File: config.mk
export PLATFORM = sky130hd
export DESIGN_NAME = gnn_mlp_4x4x2
export DESIGN_NICKNAME = d
export VERILOG_FILES = /design/src/rtl/gnn_mlp_4x4x2.sv
export SDC_FILE = /design/constraint.sdc
export NUM_CORES = 2
export LEC_CHECK = 0
export ABC_AREA = 0
export CELL_PAD_IN_SITES_DETAIL_PLACEMENT = 0
export CELL_PAD_IN_SITES_GLOBAL_PLACEMENT = 1
export CORE_MARGIN = 4
export CORE_UTILIZATION = 30
export CTS_BUF_LIST = sky130_fd_sc_hd__clkbuf_16
export DETAILED_ROUTE_END_ITERATION = 7
export GPL_TIMING_DRIVEN = 1
export PLACE_DENSITY_LB_ADDON = 0.05
export SETUP_SLACK_MARGIN = 0.2
export SYNTH_ARGS = -nofsm -noshare
export SYNTH_HDL_FRONTEND = slang
export SYNTH_SLANG_ARGS = --single-unit
File: constraint.sdc
create_clock -name clk -period 7.17 [get_ports clk]
set_clock_uncertainty 0.1 [all_clocks]
set_input_delay 0.717 -clock clk [delete_from_list [all_inputs] [get_ports clk]]
set_output_delay 0.717 -clock clk [all_outputs]
set_load 0.02 [all_outputs]
File: src/rtl/gnn_mlp_4x4x2.sv
// Two-layer 4-4-2 inference core: ReLU hidden layer, linear outputs, two-stage pipeline.
// Define GNN_HIDDEN_DBG_EN to expose the registered hidden activations on h4_dbg..h7_dbg.
module gnn_mlp_4x4x2 #(
  parameter int IN_W  = 5,
  parameter int HID_W = 11,
  parameter int OUT_W = 17
) (
  input  logic                    clk,
  input  logic                    rst_n,
  input  logic                    in_ready,
  input  logic signed [IN_W-1:0]  x0,
  input  logic signed [IN_W-1:0]  x1,
  input  logic signed [IN_W-1:0]  x2,
  input  logic signed [IN_W-1:0]  x3,
  input  logic signed [IN_W-1:0]  w04,
  input  logic signed [IN_W-1:0]  w14,
  input  logic signed [IN_W-1:0]  w24,
  input  logic signed [IN_W-1:0]  w34,
  input  logic signed [IN_W-1:0]  w05,
  input  logic signed [IN_W-1:0]  w15,
  input  logic signed [IN_W-1:0]  w25,
  input  logic signed [IN_W-1:0]  w35,
  input  logic signed [IN_W-1:0]  w06,
  input  logic signed [IN_W-1:0]  w16,
  input  logic signed [IN_W-1:0]  w26,
  input  logic signed [IN_W-1:0]  w36,
  input  logic signed [IN_W-1:0]  w07,
  input  logic signed [IN_W-1:0]  w17,
  input  logic signed [IN_W-1:0]  w27,
  input  logic signed [IN_W-1:0]  w37,
  input  logic signed [IN_W-1:0]  w48,
  input  logic signed [IN_W-1:0]  w58,
  input  logic signed [IN_W-1:0]  w68,
  input  logic signed [IN_W-1:0]  w78,
  input  logic signed [IN_W-1:0]  w49,
  input  logic signed [IN_W-1:0]  w59,
  input  logic signed [IN_W-1:0]  w69,
  input  logic signed [IN_W-1:0]  w79,
  output logic signed [OUT_W-1:0] out0,
  output logic signed [OUT_W-1:0] out1,
  output logic                    out0_ready,
  output logic                    out1_ready
`ifdef GNN_HIDDEN_DBG_EN
  ,
  output logic [HID_W-1:0]        h4_dbg,
  output logic [HID_W-1:0]        h5_dbg,
  output logic [HID_W-1:0]        h6_dbg,
  output logic [HID_W-1:0]        h7_dbg
`endif
);

  // Hidden sums span -960..1024, which needs two bits beyond the product width.
  localparam int SUM1_W = 2 * IN_W + 2;

  logic signed [IN_W-1:0]   x_p0  [4];
  logic signed [IN_W-1:0]   w1_p0 [4][4];
  logic signed [IN_W-1:0]   w2_p0 [4][2];
  logic signed [SUM1_W-1:0] sum_p0 [4];

  logic [HID_W-1:0]         h_p1  [4];
  logic signed [IN_W-1:0]   w2_p1 [4][2];
  logic                     vld_p1;
  logic signed [OUT_W-1:0]  acc_p1 [2];

  logic                     vld_p2;

  function automatic logic [HID_W-1:0] relu(input logic signed [SUM1_W-1:0] s);
    if (s[SUM1_W-1]) return '0;
    return s[HID_W-1:0];
  endfunction

  function automatic logic signed [OUT_W-1:0] hid_ext(input logic [HID_W-1:0] h);
    return signed'(OUT_W'(h));
  endfunction

  assign x_p0[0] = x0;
  assign x_p0[1] = x1;
  assign x_p0[2] = x2;
  assign x_p0[3] = x3;

  assign w1_p0[0][0] = w04;
  assign w1_p0[1][0] = w14;
  assign w1_p0[2][0] = w24;
  assign w1_p0[3][0] = w34;
  assign w1_p0[0][1] = w05;
  assign w1_p0[1][1] = w15;
  assign w1_p0[2][1] = w25;
  assign w1_p0[3][1] = w35;
  assign w1_p0[0][2] = w06;
  assign w1_p0[1][2] = w16;
  assign w1_p0[2][2] = w26;
  assign w1_p0[3][2] = w36;
  assign w1_p0[0][3] = w07;
  assign w1_p0[1][3] = w17;
  assign w1_p0[2][3] = w27;
  assign w1_p0[3][3] = w37;

  assign w2_p0[0][0] = w48;
  assign w2_p0[1][0] = w58;
  assign w2_p0[2][0] = w68;
  assign w2_p0[3][0] = w78;
  assign w2_p0[0][1] = w49;
  assign w2_p0[1][1] = w59;
  assign w2_p0[2][1] = w69;
  assign w2_p0[3][1] = w79;

  // Stage 1: hidden dot products, ReLU, capture of output-layer weights
  always_comb begin
    for (int k = 0; k < 4; k++) begin
      sum_p0[k] = '0;
      for (int i = 0; i < 4; i++)
        sum_p0[k] = sum_p0[k] + SUM1_W'(x_p0[i]) * SUM1_W'(w1_p0[i][k]);
    end
  end

  always_ff @(posedge clk or negedge rst_n) begin
    if (!rst_n) begin
      vld_p1 <= 1'b0;
      for (int k = 0; k < 4; k++) begin
        h_p1[k]     <= '0;
        w2_p1[k][0] <= '0;
        w2_p1[k][1] <= '0;
      end
    end else begin
      vld_p1 <= in_ready;
      if (in_ready) begin
        for (int k = 0; k < 4; k++) begin
          h_p1[k]     <= relu(sum_p0[k]);
          w2_p1[k][0] <= w2_p0[k][0];
          w2_p1[k][1] <= w2_p0[k][1];
        end
      end
    end
  end

  // Stage 2: linear output layer; the full range fits OUT_W exactly, so no saturation
  always_comb begin
    for (int o = 0; o < 2; o++) begin
      acc_p1[o] = '0;
      for (int j = 0; j < 4; j++)
        acc_p1[o] = acc_p1[o] + hid_ext(h_p1[j]) * OUT_W'(w2_p1[j][o]);
    end
  end

  always_ff @(posedge clk or negedge rst_n) begin
    if (!rst_n) begin
      vld_p2 <= 1'b0;
      out0   <= '0;
      out1   <= '0;
    end else begin
      vld_p2 <= vld_p1;
      if (vld_p1) begin
        out0 <= acc_p1[0];
        out1 <= acc_p1[1];
      end
    end
  end

  assign out0_ready = vld_p2;
  assign out1_ready = vld_p2;

`ifdef GNN_HIDDEN_DBG_EN
  assign h4_dbg = h_p1[0];
  assign h5_dbg = h_p1[1];
  assign h6_dbg = h_p1[2];
  assign h7_dbg = h_p1[3];
`endif

endmodule

==> results.env <==
DESIGN.PORTCOUNT=179
MIN_PATH_TYPE='in -> async'
CTS.HOLD.BUFFERS_ADDED=0
POST_DRT_WL_PER_CELL_UM=18.5
DESIGN.FINAL.NETS=5900
GRT_OVERFLOW_TOTAL=0
PATH_CELLS='clkdlybuf4s50_1 -> buf_12 -> nand2_1 -> fa_1 -> inv_1 -> fa_1 -> fa_1 -> fa_1 -> fa_1 -> fa_1 -> inv_1 -> fa_1 -> inv_1 -> ha_1 -> or4_1 -> o22ai_2 -> o21ai_1 -> xnor2_2 -> nand2b_4 -> o32ai_1'
LAYOUT_SETUP_WS_NS=0.490
RELATIVE_MAX_TRANSITION_MARGIN=0.409
H-TREE-DEPTH=4
PATH_COMMON_CELL='sky130_fd_sc_hd__fa_1'
SYNTH_ASYNC_SR_FLOP_SHARE=1.00
SYNTH_TOP_FLOP_CELL='sky130_fd_sc_hd__dfrtp_1'
CELL_AREA_SYNTH_MM2=0.0395
MAX_CAP_VIOL_COUNT=0
GRT_FIRST_PASS_WIRELENGTH_MM=182
DRT_ITER0_MARKERS=1006
DRV_SLEW=0
CTS_ROOT_BUF='sky130_fd_sc_hd__clkbuf_16'
DRC=0
CP-START-KIND='primary input'
ANTENNA_FOUND_INITIAL=9
CLKTRANSATPATHREGS_NS=0.06
GP_ROUTABILITY_CONGESTION=0.800
DIE_W_UM=371
CTS_MADE_BUFFERS=17
TIMING.CRITICAL_PATH.ARRIVAL_NS=6.97
CP_MAX_STAGE_DELAY_NS=0.61
ROUTED-VIA-COUNT=26000
YS_TYPES=60
NUMPORTBUFFERS=178
FIRSTDRTPASSITERS=4
MAX_CLOCK_FREQ_GHz=0.150
DP.CELLS=6162
MEAN_INSTANCE_SIZE_IN_THE_SYNTHESIZED_NETLIST_UM2=9.69
FIN_CRIT_NS=6.68
CP_MAX_FO=20
WARNINGS_SYNTHESIS=0
CLOCK_INSERTION_DELAY_WORST_SKEW_NS=0.49
VIA_PER_INST=4.20
FINAL_REPORT_SETUP_VIOLATION_COUNT=0
RSZ0062_AT_GRT='yes'
DIE_SPAN_IN_Y_UM=371
YOSYS.AREA.TOP_TYPE_SHARE=0.467
RUN_STATUS='completed'
SITE_ROWS=132
SYNTH_LARGEST_AREA_CELL='sky130_fd_sc_hd__fa_1'
SYNTH_AREA_LEADERS='sky130_fd_sc_hd__fa_1, sky130_fd_sc_hd__ha_1, sky130_fd_sc_hd__inv_1'
FIN_TNS_SETUP_NS=0
PROPORTION_OF_SYNTHESIZED_CHIP_AREA_IN_SEQUENTIAL_CELLS=0.0759
PIN_COUNT_OF_THE_BIGGEST_NET_ENTERING_GLOBAL_ROUTING=70
FINALNONFILLERCELLS=6197
SETUP.WORST_PATH.END_CLASS='register'
DP_SLACK_NS=-0.0924
LAYOUT-DRIVE-GT1-SHARE=0.0977
ENDPOINTS_FAILING_HOLD=0
DIEAREA_MM2=0.138
CRITPATHSLOWESTCELL='sky130_fd_sc_hd__fa_1'
INITIAL_UTILIZATION=0.303
CTS.PATH.MAX_BUFFERS=2
CORE_MM2=0.130
POSTSYNTHNETCOUNT=5543
GRT_PASS1_VIAS=30100
CLOCK-SINKS=120
CTS_TREE='yes'
PERIOD_SHARE=0.932
ROUTED_ANTENNA_NETS=0
WORSTMARGINPINSLEW_NS=0.885
POST_SYNTH_EDFFS=0
CP_DATA_REQUIRED_TIME_NS=7.46
AREA_GROWTH_FROM_SYNTHESIS_TO_LAYOUT_PCT=17.0
SYN_INST=4082
TOTALWIRELENGTH_MM=115
YS_FF_LATCH=120
DETAILED_PLACE_HPWL_MM=102
GRT_USE_TOTAL=0.177
PATH_CLASS='in -> reg'
per-layer routing:
metal / track usage / vias up / part of all wire
met5: 0 / - / 0.00011
met4: 0.0372 / 2 / 0.017
met3: 0.0150 / 51 / 0.025
met2: 0.304 / 308 / 0.49
met1: 0.243 / 13100 / 0.47
li1: - / 12500 / -
critical path: cells and delay by family:
family / cells / cell delay, ns
AO/OA/AOI/OAI: 3 / 0.58
AND/OR/NAND/NOR: 3 / 0.86
buffers and inverters: 5 / 0.88
adder cells (fa/ha/maj): 8 / 3.75
XOR/XNOR: 1 / 0.16
Yosys cell counts, types with 2 or more instances:
cell / count
sky130_fd_sc_hd__a2111oi_0: 2
sky130_fd_sc_hd__a211o_1: 5
sky130_fd_sc_hd__a211oi_1: 7
sky130_fd_sc_hd__a21o_1: 19
sky130_fd_sc_hd__a21oi_1: 39
sky130_fd_sc_hd__a22o_1: 2
sky130_fd_sc_hd__a31oi_1: 2
sky130_fd_sc_hd__and2_1: 367
sky130_fd_sc_hd__and3_1: 6
sky130_fd_sc_hd__buf_2: 2
sky130_fd_sc_hd__clkbuf_1: 148
sky130_fd_sc_hd__clkinv_1: 2
sky130_fd_sc_hd__dfrtp_1: 120
sky130_fd_sc_hd__fa_1: 922
sky130_fd_sc_hd__ha_1: 396
sky130_fd_sc_hd__inv_1: 1132
sky130_fd_sc_hd__mux2_2: 60
sky130_fd_sc_hd__mux2i_1: 3
sky130_fd_sc_hd__nand2_1: 360
sky130_fd_sc_hd__nand2b_1: 72
sky130_fd_sc_hd__nand2b_4: 2
sky130_fd_sc_hd__nand3_1: 4
sky130_fd_sc_hd__nand4_1: 4
sky130_fd_sc_hd__nand4b_1: 2
sky130_fd_sc_hd__nor2_1: 56
sky130_fd_sc_hd__nor2b_1: 69
sky130_fd_sc_hd__nor3_1: 5
sky130_fd_sc_hd__o211ai_1: 3
sky130_fd_sc_hd__o21a_1: 11
sky130_fd_sc_hd__o21ai_0: 37
sky130_fd_sc_hd__o21ai_1: 4
sky130_fd_sc_hd__o21bai_1: 11
sky130_fd_sc_hd__o22ai_1: 2
sky130_fd_sc_hd__o2bb2ai_1: 39
sky130_fd_sc_hd__o31a_1: 2
sky130_fd_sc_hd__o31ai_1: 4
sky130_fd_sc_hd__or3_1: 3
sky130_fd_sc_hd__or4_1: 5
sky130_fd_sc_hd__xnor2_1: 109
sky130_fd_sc_hd__xnor2_2: 2
sky130_fd_sc_hd__xor2_1: 23
path summary, 6_finish.rpt:
path,slack [ns],endpoint,start,cells after the start
setup / recovery,0.49,h_p1[38],x2[4],20
hold / removal,0.12,vld_p1,rst_n,1
setup reg to reg,0.53,out1[12],h_p1[12],21
hold reg to reg,0.38,out1[6],out1[6],1
max in group asynchronous,5.60,w2_p1[9],rst_n,2
min in group clk,0.38,out1[6],out1[6],1
state kept, by name, summed over array words and instances (netlist names):
signal and cells:
vld_p1 1, out0 17, h_p1 44, w2_p1 40, out0_ready 1, out1 17
cells in the final DEF, fill, tap and decap left out, types with 5 or more instances in the layout:
cell,instances
sky130_fd_sc_hd__a21o_1,19
sky130_fd_sc_hd__a211o_1,5
sky130_fd_sc_hd__nand2_1,358
sky130_fd_sc_hd__xnor2_1,108
sky130_fd_sc_hd__inv_1,1132
sky130_fd_sc_hd__and3_1,6
sky130_fd_sc_hd__buf_12,28
sky130_fd_sc_hd__dfrtp_1,113
sky130_fd_sc_hd__o2bb2ai_1,39
sky130_fd_sc_hd__o21a_1,11
sky130_fd_sc_hd__mux2_2,60
sky130_fd_sc_hd__ha_1,396
sky130_fd_sc_hd__dfrtp_2,7
sky130_fd_sc_hd__clkbuf_16,17
sky130_fd_sc_hd__xor2_1,23
sky130_fd_sc_hd__o21ai_0,36
sky130_fd_sc_hd__buf_4,287
sky130_fd_sc_hd__nor2b_1,69
sky130_fd_sc_hd__and2_1,367
sky130_fd_sc_hd__clkdlybuf4s50_1,176
sky130_fd_sc_hd__fa_1,921
sky130_fd_sc_hd__nor2_1,56
sky130_fd_sc_hd__or4_1,5
sky130_fd_sc_hd__o21ai_1,5
sky130_fd_sc_hd__nor3_1,5
sky130_fd_sc_hd__a21oi_1,38
sky130_fd_sc_hd__o21bai_1,11
sky130_fd_sc_hd__nand2b_1,72
sky130_fd_sc_hd__a211oi_1,6
what timing repair did:
item / 4_1_cts / 5_1_grt
endpoints found under the setup margin: 0 / 18
hold endpoints to repair: 0 / 0
resized for setup: 0 / 16
setup buffers: 0 / 0
metrics by stage:
stage | utilization | hold slack [ns] | area [um2]
floorplan | - | 0.274 | 39500
global placement | 0.350 | 0.364 | 45600
detailed placement | 0.350 | 0.374 | 45600
CTS | 0.354 | 0.131 | 46200
global route | 0.355 | 0.174 | 46200
finish | 0.355 | 0.119 | 46300
cell families after synthesis:
kind of cell,Yosys count,share of synthesized area
buffers and inverters,1289,0.123
XOR/XNOR,134,0.0301
AO/OA/AOI/OAI,200,0.0353
AND/OR/NAND/NOR,957,0.126
multiplexers,64,0.0182
flip-flops,120,0.0759
adder cells (fa/ha/maj),1318,0.592
area by class of cell:
cell class,count,area [um2]
Fill cell,13500,84100
Multi-Input combinational cell,2673,31700
Antenna cell,3,7.51
Timing Repair Buffer,492,4490
Tap cell,1742,2180
Clock buffer,17,425
Clock inverter,15,154
Sequential cell,120,3010
Inverter,1135,4260
Power is not shown: default switching activity piles up to over one toggle a cycle in this logic, so the estimate is an artifact.
